===== src/rtl/pipe_stage_reg.sv =====
// Elastic pipeline register between two core stages: valid/ready handshake,
// hazard stall, branch flush, bubble injection, optional 2-entry skid buffer.
module pipe_stage_reg #(
    parameter int                 DATA_W      = 64,
    parameter int                 CTRL_W      = 8,
    parameter int                 SKID        = 1,
    parameter logic [CTRL_W-1:0]  BUBBLE_CTRL = '0,
    parameter int                 CNT_W       = 16
) (
    input  logic              clk,
    input  logic              rst,
    input  logic              in_valid,
    output logic              in_ready,
    input  logic [DATA_W-1:0] in_data,
    input  logic [CTRL_W-1:0] in_ctrl,
    input  logic              stall,
    input  logic              flush,
    output logic              out_valid,
    input  logic              out_ready,
    output logic [DATA_W-1:0] out_data,
    output logic [CTRL_W-1:0] out_ctrl,
    output logic [1:0]        occupancy,
    output logic [CNT_W-1:0]  stall_cnt,
    input  logic              cnt_clr
);

    logic              rdy;
    logic              main_v, skid_v;
    logic [DATA_W-1:0] main_data, skid_data;
    logic [CTRL_W-1:0] main_ctrl, skid_ctrl;
    logic              accept, emit;

    // rdy keeps in_ready low until the first edge after reset release
    always_ff @(posedge clk or negedge rst) begin
        if (!rst) rdy <= 1'b0;
        else      rdy <= 1'b1;
    end

    generate
        if (SKID != 0) begin : g_skid
            assign in_ready = rdy & ~skid_v & ~stall;
        end else begin : g_noskid
            assign in_ready = rdy & ~stall & (~main_v | out_ready);
        end
    endgenerate

    assign out_valid = main_v & ~stall;
    assign out_data  = main_data;
    assign out_ctrl  = out_valid ? main_ctrl : BUBBLE_CTRL;
    assign occupancy = {1'b0, main_v} + {1'b0, skid_v};
    assign accept    = in_valid & in_ready;
    assign emit      = out_valid & out_ready;

    always_ff @(posedge clk or negedge rst) begin
        if (!rst) begin
            main_v    <= 1'b0;
            skid_v    <= 1'b0;
            main_data <= '0;
            main_ctrl <= '0;
            skid_data <= '0;
            skid_ctrl <= '0;
        end else if (rdy) begin
            if (flush) begin
                main_v <= 1'b0;
                skid_v <= 1'b0;
            end else if (!stall) begin
                if (emit) begin
                    if (skid_v) begin
                        // in_ready is low while skid_v, so no accept can collide here
                        main_data <= skid_data;
                        main_ctrl <= skid_ctrl;
                        skid_v    <= 1'b0;
                    end else if (accept) begin
                        main_data <= in_data;
                        main_ctrl <= in_ctrl;
                    end else begin
                        main_v <= 1'b0;
                    end
                end else if (accept) begin
                    if (main_v) begin
                        if (SKID != 0) begin
                            skid_data <= in_data;
                            skid_ctrl <= in_ctrl;
                            skid_v    <= 1'b1;
                        end
                    end else begin
                        main_data <= in_data;
                        main_ctrl <= in_ctrl;
                        main_v    <= 1'b1;
                    end
                end
            end
        end
    end

    // Saturating stall counter; clear wins over a same-cycle increment
    always_ff @(posedge clk or negedge rst) begin
        if (!rst)                         stall_cnt <= '0;
        else if (cnt_clr)                 stall_cnt <= '0;
        else if (stall && stall_cnt != '1) stall_cnt <= stall_cnt + 1'b1;
    end

endmodule

===== config.mk =====
export PLATFORM = sky130hd
export DESIGN_NAME = pipe_stage_reg
export DESIGN_NICKNAME = d
export VERILOG_FILES = /design/src/rtl/pipe_stage_reg.sv
export SDC_FILE = /design/constraint.sdc
export NUM_CORES = 1
export LEC_CHECK = 0
export BUFFER_PORTS_ARGS = -buffer_cell sky130_fd_sc_hd__clkbuf_2
export CAP_MARGIN = 20
export CORE_MARGIN = 2
export CORE_UTILIZATION = 35
export CTS_BUF_LIST = sky130_fd_sc_hd__clkbuf_4 sky130_fd_sc_hd__clkbuf_8 sky130_fd_sc_hd__clkbuf_16
export CTS_CLUSTER_DIAMETER = 30
export DETAILED_ROUTE_END_ITERATION = 7
export PLACE_DENSITY = 0.65
export SETUP_SLACK_MARGIN = 0.02
export SLEW_MARGIN = 20
export SYNTH_ARGS = -nofsm -noshare
export SYNTH_HDL_FRONTEND = slang
export SYNTH_SLANG_ARGS = --single-unit

===== constraint.sdc =====
create_clock -name clk -period 5.7 [get_ports clk]
set_input_delay 0.285 -clock clk [delete_from_list [all_inputs] [get_ports clk]]
set_output_delay 0.285 -clock clk [all_outputs]
set_load 0.01 [all_outputs]

Word level (Yosys, flattened, before mapping)

Cells that the tools add are included.

Bitwise operators: 9
Add/subtract/negate cells: 2
Mux-type cells: 24
Eq/ne operators: 5
Reduce and logical (&&, ||, !) cells: 10

Operators with widths:

| kind                    | count |
|---|---|
| $mux W64                | 5 |
| $mux W8                 | 6 |
| $mux W16                | 2 |
| $add A16 B1 Y16 const B | 1 |
| $ne A16 B16 Y1 const B  | 1 |
| $reduce_and A6 Y1       | 2 |
| $mux W1                 | 11 |
| $ne A3 B3 Y1 const B    | 2 |
| $reduce_bool A2 Y1      | 3 |
| $reduce_bool A3 Y1      | 2 |
| $and A1 B1 Y1           | 5 |
| $reduce_and A5 Y1       | 1 |
| $ne A2 B1 Y1 const B    | 2 |
| $not A1 Y1              | 4 |
| $reduce_and A4 Y1       | 1 |
| $add A1 B1 Y2           | 1 |
| $logic_and A1 B1 Y1     | 1 |

Word-level logic and storage cells: 58
Register bits: 163

Logic depth before layout (Yosys ltp)

Word-level depth: 9
Mapped depth: 6
Gate-level depth less buffers: 5

Worst setup path after synthesis

OpenSTA, ideal clock, no wires.

Kind: register to register
Start: register stall_cnt[6]
End: register stall_cnt[15]
Path slack: 3.780 ns
Required time: 5.622 ns
Data arrival time: 1.842 ns
Library setup time: 0.078 ns
Cell stages (with the launch flop): 6
Path buffers: 1
Path through: dfrtp_1 -> nand3_2 -> or4_1 -> buf_2 -> or4_1 -> a21oi_1

Word-level cells in the longest chain between the ends: 3
Elaborated cells between the ends (all ways): 6

Ends and longest elaborated chain:

| what                                                     | line | RTL |
|---|---|---|
| from (decl)                                              | 23   | `output logic [CNT_W-1:0] stall_cnt,` |
| from (signal assigned)                                   | 100  | `else if (stall && stall_cnt != '1) stall_cnt <= stall_cnt + 1'b1;` |
| $add A16 B1 Y16 / $ne A16 B16 Y1 (equally long branches) | 100  |  |
| $mux W16 / $logic_and A1 B1 Y1 (equally long branches)   | 100  |  |
| $mux W16 / $reduce_bool A2 Y1 (equally long branches)    | --   |  |

Parallel ways exist; a longest one is shown, timed or not. The select of a mux whose other input is x is not followed.
A chain may end at the register's enable or synchronous reset.

Worst setup path in the final report

Start: register main_v
End: register main_data[62] (netlist: out_data[62])

Word-level cells in the longest chain between the ends: 4
Elaborated cells between the ends (all ways): 6

Ends and longest elaborated chain:

| what                                                                | line | RTL |
|---|---|---|
| from (decl)                                                         | 28   | `logic main_v, skid_v;` |
| from (signal assigned)                                              | 56   | `main_v <= 1'b0;` |
| from (signal assigned)                                              | 64   | `main_v <= 1'b0;` |
| from (signal assigned)                                              | 77   | `main_v <= 1'b0;` |
| $and A1 B1 Y1                                                       | 47   | `assign out_valid = main_v & ~stall;` |
| $and A1 B1 Y1                                                       | 52   | `assign emit = out_valid & out_ready;` |
| $ne A2 B1 Y1 (no line) / $reduce_bool A2 Y1 (equally long branches) | --   |  |
| $reduce_and A6 Y1 (no line)                                         | --   |  |
| to (signal assigned)                                                | 70   | `main_data <= skid_data;` |
| to (signal assigned)                                                | 74   | `main_data <= in_data;` |
| to (signal assigned)                                                | 87   | `main_data <= in_data;` |
| to (decl)                                                           | 29   | `logic [DATA_W-1:0] main_data, skid_data;` |

Parallel ways exist; a longest one is shown, timed or not.

==> Implementation_results.wiki <==
{| class="wikitable"
! Metric !! Value
|-
| Run status || complete, but fails checks
|-
| Violations in the final reports || negative hold slack
|-
| Aggregate global routing overflow || 0
|-
| Area after detailed placement || 8185 sq um
|-
| Initial cell density of the core || 0.3531
|-
| Post-synth design cell area || 7076 sq um
|-
| DP Cell Count || 1004
|-
| Clk slew on worst S/H paths || 0.06 ns
|-
| Final sum of negative setup slack || 0 ns
|-
| Most repeated cell in the gate-level netlist after synthesis || dfrtp_1
|-
| Endpoint arrival time on the critical path || 3.22 ns
|-
| Max-slew violation total from the final report || 0
|-
| Final non-filler cell total || 1035
|-
| Most instantiated cells after synthesis || 163 x dfrtp_1, 78 x mux2_2, 78 x o21ai_0, 77 x nand2_1, 73 x mux2i_1
|-
| Worst-Skew Late Latency || 0.41 ns
|-
| Endpoint kind of the worst setup timing path || flip-flop
|-
| Pwr/cell area || 338.0 nW/um^2
|-
| Synthesis Warnings || 0
|-
| Detail-routed via count per cell || 4.797
|-
| Most used flip-flop cell after synthesis || dfrtp_1
|-
| Filler cell count || 1961
|-
| Via count of the routed design || 4965
|-
| Number of library cell types mapped by synthesis || 39
|-
| Die Y-Extent || 146.2 um
|-
| Final critical-path share of the clock period || 0.5205
|-
| Post-CTS setup-driven buffer insertion count || 0
|-
| Critical path cell sequence || nor2b_1 > nand3_4 > buf_4 > mux2i_1 > o21ai_0
|-
| EDFF count, synth || 0
|-
| Slowest cell on the critical path || nand3_4
|-
| Horizontal die dimension || 146.2 um
|-
| Area of the die || 21370 sq um
|-
| Master cell of the clock root buffer || clkbuf_16
|-
| Worst Path Class, Setup || reg2reg
|-
| Final setup fails || 0
|-
| Pin count of the biggest net entering global routing || 103
|-
| Drt total wl || 15270 um
|-
| Final min period || 2.967 ns
|-
| Headroom to the max-slew limit || 0.3150
|-
| Core box area || 20040 sq um
|-
| Num Clock Sinks || 163
|-
| Crit Path Max Fanout || 50
|-
| Cell type with the largest total area after synthesis || dfrtp_1
|-
| Number of I/O pins || 171
|-
| Pre-Repair DR Iteration Count || 4
|-
| Part of the Yosys area used for sequential elements || 0.5765
|-
| Count of instances resized after the clock tree is built || 0
|-
| Count of endpoints failing hold in the final timing report || 4
|-
| Instance count of the mapped netlist || 596
|-
| Buffers on Ports || 170
|-
| Synthesized net count || 677
|-
| Tightest hold margin || -0.01428 ns
|-
| CP Launch Type || flip-flop
|-
| Area of all placed cells without fillers || 8772 sq um
|-
| Synth top area cells || dfrtp_1 58%, mux2_2 12%, mux2i_1 10%
|-
| Antenna cells || 0
|-
| Critical Path Max Stage Delay || 0.88 ns
|-
| TritonCTS buffer count || 17
|-
| Overall Power || 0.002965 W
|-
| Worst-Margin Slew || 1.027 ns
|-
| CTS hold repair buffers || 0
|-
| Synth Area per Inst || 11.87 sq um
|-
| Routed Antenna Nets || 0
|-
| VDD IR-drop max || 0.1862 mV
|-
| Sum of net half-perimeters after detailed placement || 10020 um
|-
| Placer congestion estimate || 0.8073
|-
| Unrepaired setup endpoints after global routing || no
|-
| Detailed Route Iter0 Violations || 192
|-
| Clock tree buffer depth || 2
|-
| Number of nets in the final layout || 834
|-
| Max-cap violations || 0
|-
| Leakage || 4.841 nW
|-
| Overall global routing resource usage || 0.1474
|-
| Global-route wire length before repair || 25340 um
|-
| Growth of design area from synthesis to finish || 23.98%
|-
| Number of global-route vias before repair || 4918
|-
| Antenna violations before repair || 0
|-
| DRC viols || 0
|-
| Class of the worst hold path || in2async
|-
| Post-synthesis register bit count || 163
|-
| H-tree Lvls || 4
|-
| Area share of the leading cell type in the synthesized netlist || 0.5765
|-
| Share of post-route cells with drive strength above 1 || 0.3778
|-
| Num rows || 52
|-
| Data required time of the worst path || 5.96 ns
|-
| Worst clock skew on the final layout || 0.01063 ns
|-
| Routed length per placed instance || 14.75 um
|-
| Clock tree from TritonCTS || done
|-
| Max Clk Rate || 0.3371 GHz
|-
| Proportion of synthesized flip-flops having asynchronous set or reset || 1.000
|}
==> where the power goes <==
group | switching (W) | internal [W]
combinational | 0.000214 | 0.000187
clock | 0.000453 | 0.000687
sequential | 0.0000925 | 0.00133
total | 0.000759 | 0.00221
==> final cells by class <==
cell class | instances | area, sq um | area share
timing repair buffer | 174 | 887.1 | 0.1011
clock buffer | 23 | 483.0 | 0.05506
sequential | 163 | 4079 | 0.4650
inverter | 4 | 15.01 | 0.001712
multi-input combinational | 393 | 2867 | 0.3268
clock inverter | 8 | 103.9 | 0.01184
tap | 270 | 337.8 | 0.03851
==> sequential cells by signal, indices dropped and copies added (netlist names) <==
| register | cells |
|---|---|
| out_data | 64 |
| skid_data | 64 |
| stall_cnt | 16 |
| main_ctrl | 8 |
| skid_ctrl | 8 |
| main_v | 1 |
| rdy | 1 |
| skid_v | 1 |
==> worst paths after layout <==
| check | start | to | slack (ns) | cells past startpoint |
|---|---|---|---|---|
| setup / recovery | main_v | out_data[62] | 2.73 | 5 |
| hold / removal | rst | stall_cnt[0] | -0.01 | 1 |
| setup reg to reg | main_v | out_data[62] | 2.73 | 5 |
| hold reg to reg | main_ctrl[5] | main_ctrl[5] | 0.48 | 2 |
| max in group asynchronous | rst | out_data[37] | 4.35 | 2 |
| min in group clk | in_data[49] | skid_data[49] | 0.12 | 2 |
==> stage by stage <==
step	util	worst slack, ns
final	0.4378	2.733
after global routing	0.4378	2.368
after CTS	0.4378	2.640
after detailed placement	0.4085	2.575
after global placement	0.4085	2.654
after floorplan	-	3.780
==> metal layers <==
layer,track usage,part of all wire
met1,0.1895,0.45
met2,0.2363,0.47
met3,0.05719,0.069
met4,0.03495,0.012
met5,0,0
==> cell families after synthesis <==
family	count (synthesis)	share of synthesized area
buffers and inverters	40	0.02193
multiplexers	151	0.2274
AO/OA/AOI/OAI	96	0.07197
flip-flops	163	0.5765
AND/OR/NAND/NOR	143	0.09815
adder cells (fa/ha/maj)	2	0.003536
other	1	0.0005300
==> placed cells by master (no fill, tap or decap), types with 2 or more instances in the layout <==
cell / count
o31ai_1: 4
a21oi_1: 9
o21ai_0: 78
and2_1: 8
or3_1: 2
clkinv_2: 2
nand2b_1: 3
clkinv_4: 3
clkbuf_8: 2
nand3_1: 6
nor2_1: 12
inv_1: 4
nand4_1: 3
mux2i_1: 73
buf_4: 4
clkbuf_16: 17
mux2_2: 78
bufinv_16: 2
dfrtp_1: 163
nor2b_1: 6
nor3_1: 5
ha_1: 2
nand2_1: 77
nand3_4: 2
clkbuf_2: 169
nor3b_1: 3
clkbuf_4: 4
or4_1: 5
==> worst max-delay path, delay by kind of cell (launching register included) <==
family | cells | cell delay, ns
AO/OA/AOI/OAI | 1 | 0.08
buffers and inverters | 1 | 0.61
AND/OR/NAND/NOR | 2 | 1.52
multiplexers | 1 | 0.20
flip-flops | 1 | 0.40
Note: power is estimated with default switching activity, not from simulation.
